$ cat config.mk
export PLATFORM = sky130hd
export DESIGN_NAME = mc_control_fsm
export DESIGN_NICKNAME = d
export VERILOG_FILES = /design/src/rtl/mc_control_fsm.sv
export SDC_FILE = /design/constraint.sdc
export NUM_CORES = 1
export LEC_CHECK = 0
export ABC_AREA = 1
export ABC_CLOCK_PERIOD_IN_PS = 1700
export BUFFER_PORTS_ARGS = -buffer_cell sky130_fd_sc_hd__clkbuf_2
export CORE_MARGIN = 2
export CORE_UTILIZATION = 40
export CTS_BUF_LIST = sky130_fd_sc_hd__clkbuf_16
export DETAILED_ROUTE_END_ITERATION = 12
export GPL_ROUTABILITY_DRIVEN = 0
export GPL_TIMING_DRIVEN = 0
export MAX_ROUTING_LAYER = met4
export PLACE_DENSITY = 0.9
export REMOVE_ABC_BUFFERS = 1
export SLEW_MARGIN = 20
export SYNTH_ARGS = -nofsm -noshare
export SYNTH_HDL_FRONTEND = slang
export SYNTH_SLANG_ARGS = --single-unit
$ cat constraint.sdc
create_clock -name CLK -period 1.7 [get_ports CLK]
set_input_delay 0.255 -clock CLK [delete_from_list [all_inputs] [get_ports CLK]]
set_output_delay 0.255 -clock CLK [all_outputs]
set_load 0.005 [all_outputs]
$ cat src/rtl/mc_control_fsm.sv
// ---------------------------------------------------------------------------
// mc_control_fsm
//   Multi-cycle CPU control unit. A six-state sequencer (IF, ID, EXE, MEM,
//   WB, HALT) steps each instruction through the datapath. The control
//   outputs are decoded combinationally from the current state and the
//   opcode held in IR. Only PCSrc in EXE looks at Zero/Sign.
//
//   Optional feature: when the macro MC_INSTR_COUNT_EN is defined, a 32-bit
//   retired-instruction counter drives InstrCount. Without the macro,
//   InstrCount is tied to zero and no counter register exists.
//
// Ports
//   CLK        in   1  clock, all state changes on the rising edge
//   Reset      in   1  synchronous active-high reset
//   Opcode     in   6  IR[31:26]
//   Zero       in   1  ALU result is zero
//   Sign       in   1  ALU result bit 31
//   MemReady   in   1  data memory access complete
//   State      out  3  current state encoding
//   PCWre      out  1  PC write enable (once per instruction)
//   IRWre      out  1  IR write enable
//   RegWre     out  1  register-file write enable
//   mWR/mRD    out  1  data memory write / read strobes
//   ALUSrcA    out  1  ALU A operand select (shift amount for sll)
//   ALUSrcB    out  1  ALU B operand select (immediate)
//   DBDataSrc  out  1  write-back data select (memory for lw)
//   ExtSel     out  1  immediate extend: 0 zero-extend, 1 sign-extend
//   WrRegDSrc  out  1  register write data: 0 PC+4, 1 datapath
//   RegDst     out  2  00 $31, 01 rt, 10 rd
//   PCSrc      out  2  00 PC+4, 01 branch, 10 jr, 11 j/jal
//   ALUOp      out  3  ALU function
//   InstrCount out 32  retired-instruction count
// ---------------------------------------------------------------------------
module mc_control_fsm (
  input  logic        CLK,
  input  logic        Reset,
  input  logic [5:0]  Opcode,
  input  logic        Zero,
  input  logic        Sign,
  input  logic        MemReady,
  output logic [2:0]  State,
  output logic        PCWre,
  output logic        IRWre,
  output logic        RegWre,
  output logic        mWR,
  output logic        mRD,
  output logic        ALUSrcA,
  output logic        ALUSrcB,
  output logic        DBDataSrc,
  output logic        ExtSel,
  output logic        WrRegDSrc,
  output logic [1:0]  RegDst,
  output logic [1:0]  PCSrc,
  output logic [2:0]  ALUOp,
  output logic [31:0] InstrCount
);

  typedef enum logic [2:0] {
    ST_IF   = 3'b000,
    ST_ID   = 3'b001,
    ST_EXE  = 3'b010,
    ST_MEM  = 3'b011,
    ST_WB   = 3'b100,
    ST_HALT = 3'b101
  } state_t;

  localparam logic [5:0] OP_ADD   = 6'b000000;
  localparam logic [5:0] OP_SUB   = 6'b000001;
  localparam logic [5:0] OP_ADDIU = 6'b000010;
  localparam logic [5:0] OP_AND   = 6'b010000;
  localparam logic [5:0] OP_ANDI  = 6'b010001;
  localparam logic [5:0] OP_ORI   = 6'b010010;
  localparam logic [5:0] OP_SLT   = 6'b011000;
  localparam logic [5:0] OP_SLL   = 6'b011100;
  localparam logic [5:0] OP_SW    = 6'b100110;
  localparam logic [5:0] OP_LW    = 6'b100111;
  localparam logic [5:0] OP_BEQ   = 6'b110000;
  localparam logic [5:0] OP_BNE   = 6'b110001;
  localparam logic [5:0] OP_BLTZ  = 6'b110010;
  localparam logic [5:0] OP_J     = 6'b111000;
  localparam logic [5:0] OP_JR    = 6'b111001;
  localparam logic [5:0] OP_JAL   = 6'b111010;
  localparam logic [5:0] OP_HALT  = 6'b111111;

  state_t state_r;
  state_t dec_state_s;

  logic is_lw_s, is_sw_s, is_beq_s, is_bne_s, is_bltz_s;
  logic is_j_s, is_jr_s, is_jal_s, is_halt_s, is_nop_s;
  logic is_branch_s, is_jump_s, branch_taken_s;

  // Opcode classification plus the purely opcode-driven datapath selects.
  always_comb begin
    is_lw_s   = 1'b0;
    is_sw_s   = 1'b0;
    is_beq_s  = 1'b0;
    is_bne_s  = 1'b0;
    is_bltz_s = 1'b0;
    is_j_s    = 1'b0;
    is_jr_s   = 1'b0;
    is_jal_s  = 1'b0;
    is_halt_s = 1'b0;
    is_nop_s  = 1'b0;
    ALUOp     = 3'b000;
    ALUSrcA   = 1'b0;
    ALUSrcB   = 1'b0;
    ExtSel    = 1'b1;
    DBDataSrc = 1'b0;
    RegDst    = 2'b01;
    WrRegDSrc = 1'b1;
    case (Opcode)
      OP_ADD:   RegDst = 2'b10;
      OP_SUB:   begin ALUOp = 3'b001; RegDst = 2'b10; end
      OP_ADDIU: ALUSrcB = 1'b1;
      OP_AND:   begin ALUOp = 3'b110; RegDst = 2'b10; end
      OP_ANDI:  begin ALUOp = 3'b110; ALUSrcB = 1'b1; ExtSel = 1'b0; end
      OP_ORI:   begin ALUOp = 3'b101; ALUSrcB = 1'b1; ExtSel = 1'b0; end
      OP_SLT:   begin ALUOp = 3'b100; RegDst = 2'b10; end
      OP_SLL:   begin ALUOp = 3'b011; ALUSrcA = 1'b1; RegDst = 2'b10; end
      OP_SW:    begin is_sw_s = 1'b1; ALUSrcB = 1'b1; end
      OP_LW:    begin is_lw_s = 1'b1; ALUSrcB = 1'b1; DBDataSrc = 1'b1; end
      OP_BEQ:   begin is_beq_s = 1'b1; ALUOp = 3'b001; end
      OP_BNE:   begin is_bne_s = 1'b1; ALUOp = 3'b001; end
      OP_BLTZ:  begin is_bltz_s = 1'b1; ALUOp = 3'b001; end
      OP_J:     is_j_s = 1'b1;
      OP_JR:    is_jr_s = 1'b1;
      // jal links PC+4 into $31 from ID
      OP_JAL:   begin is_jal_s = 1'b1; RegDst = 2'b00; WrRegDSrc = 1'b0; end
      OP_HALT:  is_halt_s = 1'b1;
      default:  is_nop_s = 1'b1;
    endcase
  end

  assign is_branch_s    = is_beq_s | is_bne_s | is_bltz_s;
  assign is_jump_s      = is_j_s | is_jr_s | is_jal_s;
  assign branch_taken_s = (is_beq_s & Zero) | (is_bne_s & ~Zero) | (is_bltz_s & Sign);

  // State sequencer; Reset wins from any state, including MEM and HALT.
  always_ff @(posedge CLK) begin
    if (Reset) begin
      state_r <= ST_IF;
    end else begin
      case (state_r)
        ST_IF:   state_r <= ST_ID;
        ST_ID:   state_r <= is_halt_s ? ST_HALT :
                            ((is_jump_s | is_nop_s) ? ST_IF : ST_EXE);
        ST_EXE:  state_r <= is_branch_s ? ST_IF :
                            ((is_lw_s | is_sw_s) ? ST_MEM : ST_WB);
        ST_MEM:  state_r <= MemReady ? (is_lw_s ? ST_WB : ST_IF) : ST_MEM;
        ST_WB:   state_r <= ST_IF;
        ST_HALT: state_r <= ST_HALT;
        default: state_r <= ST_IF;
      endcase
    end
  end

  assign State = state_r;

  // A cycle with Reset high decodes as IF so no write strobe escapes while
  // the sequencer is being pulled back.
  assign dec_state_s = Reset ? ST_IF : state_r;

  // State-dependent strobes. PCWre fires in whichever state hands back to IF.
  always_comb begin
    PCWre  = 1'b0;
    IRWre  = 1'b0;
    RegWre = 1'b0;
    mWR    = 1'b0;
    mRD    = 1'b0;
    PCSrc  = 2'b00;
    case (dec_state_s)
      ST_IF:   IRWre = 1'b1;
      ST_ID: begin
        PCWre  = is_jump_s | is_nop_s;
        RegWre = is_jal_s;
        PCSrc  = (is_j_s | is_jal_s) ? 2'b11 : (is_jr_s ? 2'b10 : 2'b00);
      end
      ST_EXE: begin
        PCWre = is_branch_s;
        PCSrc = branch_taken_s ? 2'b01 : 2'b00;
      end
      ST_MEM: begin
        mWR   = is_sw_s;
        mRD   = is_lw_s;
        // lw continues to WB, anything else finishes here
        PCWre = MemReady & ~is_lw_s;
      end
      ST_WB: begin
        PCWre  = 1'b1;
        RegWre = 1'b1;
      end
      ST_HALT: PCWre = 1'b0;
      default: PCWre = 1'b0;
    endcase
  end

`ifdef MC_INSTR_COUNT_EN
  logic [31:0] count_r;

  // Retired-instruction counter, wraps modulo 2^32.
  always_ff @(posedge CLK) begin
    if (Reset) begin
      count_r <= 32'd0;
    end else if (PCWre) begin
      count_r <= count_r + 32'd1;
    end else begin
      count_r <= count_r;
    end
  end

  assign InstrCount = count_r;
`else
  assign InstrCount = 32'd0;
`endif

endmodule

==> flow_summary.toml <==
[placement]
portBuffers = 30
place_ws_ns = 0.117
dp_hpwl_mm = 1.48
dp.cells = 198

[critical_path]
arrival_ns = 1.42
r2r_setup_slack_ns = 0.56
reg2reg_from = "State[2]$_SDFF_PP0_"
regToRegEndpoint = "State[1]$_SDFF_PP0_"
start_kind = "flip-flop"
required_ns = 1.44
r2r_cells = 5
worst-setup-path-type = "flip-flop to primary output"
critPathMaxFanout = 5
end_kind = "primary output"

[route]
drc = 0
drt_iter0_markers = 32
drt-pass1-iter-count = 4
vias = 906
antenna_left = 0
viasPerCell = 4.46
wl_per_cell_um = 9.46
drt_wl_total_mm = 1.92

[yosys]
syn_inst = 142
ys_types = 20
synth_simple_gate_area_frac = 0.444
ys_seq_area_frac = 0.0754
synth_area_per_cell_um2 = 5.61
synth_compound_area_frac = 0.0754
ys_ff_latch = 3
synthMuxAreaShare = 0
synthesis.area_um2 = 797
synth-xor-area-share = 0
synth_top_family_by_area = "simple AND/OR/NAND/NOR gates"
synth-warning-count = 0
synthAdderAreaFrac = 0

[floorplanning]
core_um2 = 1920
die-area_um2 = 2370
initial_core_util = 0.415
fp.dieH_um = 48.6
die_w_um = 48.6
placementRows = 16
pin_count = 63

[finish]
final_nets = 188
largest_reg_flops = 3
drive_above_1_share = 0.307
antenna_cells = 0
fillers = 215
fin_util = 0.508
area_growth_syn_to_layout_pct = 22.6
layoutNonFillerInstCount = 203

[clocking]
cts.sinks = 3
cts_tree = "done"
clockRootBuffer = "clkbuf_16"
cts-hold-fix-buffers = 0
cts_buffers = 3
clk_pin_slew_ns = 0.03
clk-insertion-delay-late_ns = 0.23
clockBufferDepth = 2
htreeDepth = 1

[power_and_ir_drop]
seqPwrFrac = 0.134
power.leakage_nw = 0.592
p_per_area_nw_per_um2 = 609
peakVddDrop_v = 0.000544
switching_share = 0.287
intPower_mw = 0.424
p_comb_frac = 0.233
p_sw_mw = 0.171
clkPwrFrac = 0.633

[global_route]
grt_antenna_before_repair = 0
grt_pass1_vias = 647
grt_pass1_wl_mm = 2.71
grt_max_degree = 10
overflow = 0
grt_use_total = 0.150

[sta]
fin_crit_ns = 1.68
max_clock_freq_mhz = 596
slew_viol_final = 0
skew_ns = 0.00353
period_share = 0.987
finalSetupViolCount = 0
hold_violations = 0
hold_ws_ns = 0.303
rsz0062_at_grt = "yes"
setup_ws_ns = 0.0223

[worst_hold_path]
min_path_cells = 2
hold_path_end = "State[1]$_SDFF_PP0_"
worstHoldStart = "Reset"
hold_path_class = "primary input to flip-flop"

[outcome]
outcome = "finished, final reports clean"

[flow_run]
cap_viol_max_count = 0
==> cell usage in the layout, fill, tap and decap left out <==
cell	n
a21oi_1	6
buf_2	2
buf_4	1
clkbuf_16	3
clkbuf_2	28
conb_1	32
dfxtp_1	2
dfxtp_2	1
inv_1	19
inv_2	3
nand2_1	22
nand3_1	17
nand3_2	2
nand3b_2	1
nand4_1	2
nor2_1	16
nor2_2	7
nor2_4	3
nor3_1	2
nor3_2	1
nor3b_2	1
o211ai_1	1
o21ai_0	3
o31ai_2	1
==> routing by layer <==
metal  global-route usage  vias up  share of wire
met2                0.221       63           0.46
met3               0.0401        2           0.12
met4               0.0571        0          0.011
met5                    -        -              0
li1                     -      454              -
met1                0.194      387           0.40
==> kinds of logic (layout without fill, tap and decap cells) <==
logic type	count (synthesis)	count (layout)
other cells	1	32
compound gates	11	11
flops	3	3
simple gates	74	74
buf+inv	53	56
==> synthesized netlist by cell type, drive strengths merged <==
cell type  number  area share
nor3            3       0.025
o31ai           1      0.0094
nand3b          1       0.014
conb            1      0.0047
nand4           2       0.016
nor3b           1      0.0094
nand2          22        0.10
nand3          19        0.13
a21oi           6       0.038
nor2           26        0.15
o211ai          1      0.0094
o21ai           3       0.019
buf            32        0.30
dfxtp           3       0.075
inv            21       0.099
==> through the flow <==
stage | power [mW] | setup TNS (ns) | area [µm²]
2_1_floorplan | 0.157 | 0 | 673
3_3_place_gp | 0.202 | 0 | 857
3_5_place_dp | 0.204 | 0 | 857
4_1_cts | 0.590 | 0 | 945
5_1_grt | 0.620 | -0.163 | 977
6_report | 0.595 | 0 | 977
==> worst max-delay path by stage <==
stage	start	end	slack [ns]
after floorplan	State[0]$_SDFF_PP0_	PCSrc[0]	0.39
final	State[1]$_SDFF_PP0_	PCSrc[1]	0.02
after global placement	Opcode[1]	PCSrc[0]	0.12
after global routing	State[1]$_SDFF_PP0_	PCSrc[1]	-0.07
after CTS	State[0]$_SDFF_PP0_	PCSrc[0]	0.01
after detailed placement	Opcode[1]	PCWre	0.12
==> power by group through the flow <==
stage / clock [mW] / sequential, mW / combinational [mW]
2_1_floorplan: 0 / 0.0794 / 0.0774
3_3_place_gp: 0 / 0.0794 / 0.123
3_5_place_dp: 0 / 0.0793 / 0.124
4_1_cts: 0.385 / 0.0791 / 0.126
5_1_grt: 0.384 / 0.0806 / 0.155
6_report: 0.377 / 0.0798 / 0.138
==> final cells by class <==
| cell class | count | area (µm²) | area share |
|---|---|---|---|
| flip-flops and latches | 3 | 61.3 | 0.0627 |
| multi-input cells | 117 | 567 | 0.580 |
| well taps | 27 | 33.8 | 0.0346 |
| repair buffers | 31 | 158 | 0.161 |
| clock buffers | 3 | 75.1 | 0.0768 |
| inverters | 21 | 78.8 | 0.0807 |
| clock inverters | 1 | 3.75 | 0.00384 |
==> timing repair <==
action,CTS,global route
endpoints found under the hold margin,0,0
endpoints found under the setup margin,3,5
resized for setup,3,11
buffers inserted,0,1
pin swaps,0,1
==> critical path, cell delays in order (launching register included) <==
cell and delay, ns:
dfxtp_1 0.35, nor2_2 0.14, inv_1 0.06, nor2_1 0.08
inv_1 0.06, nor2_2 0.08, inv_2 0.06, nor3b_2 0.20
buf_2 0.14
No activity file was read; power rests on OpenSTA's default activity.
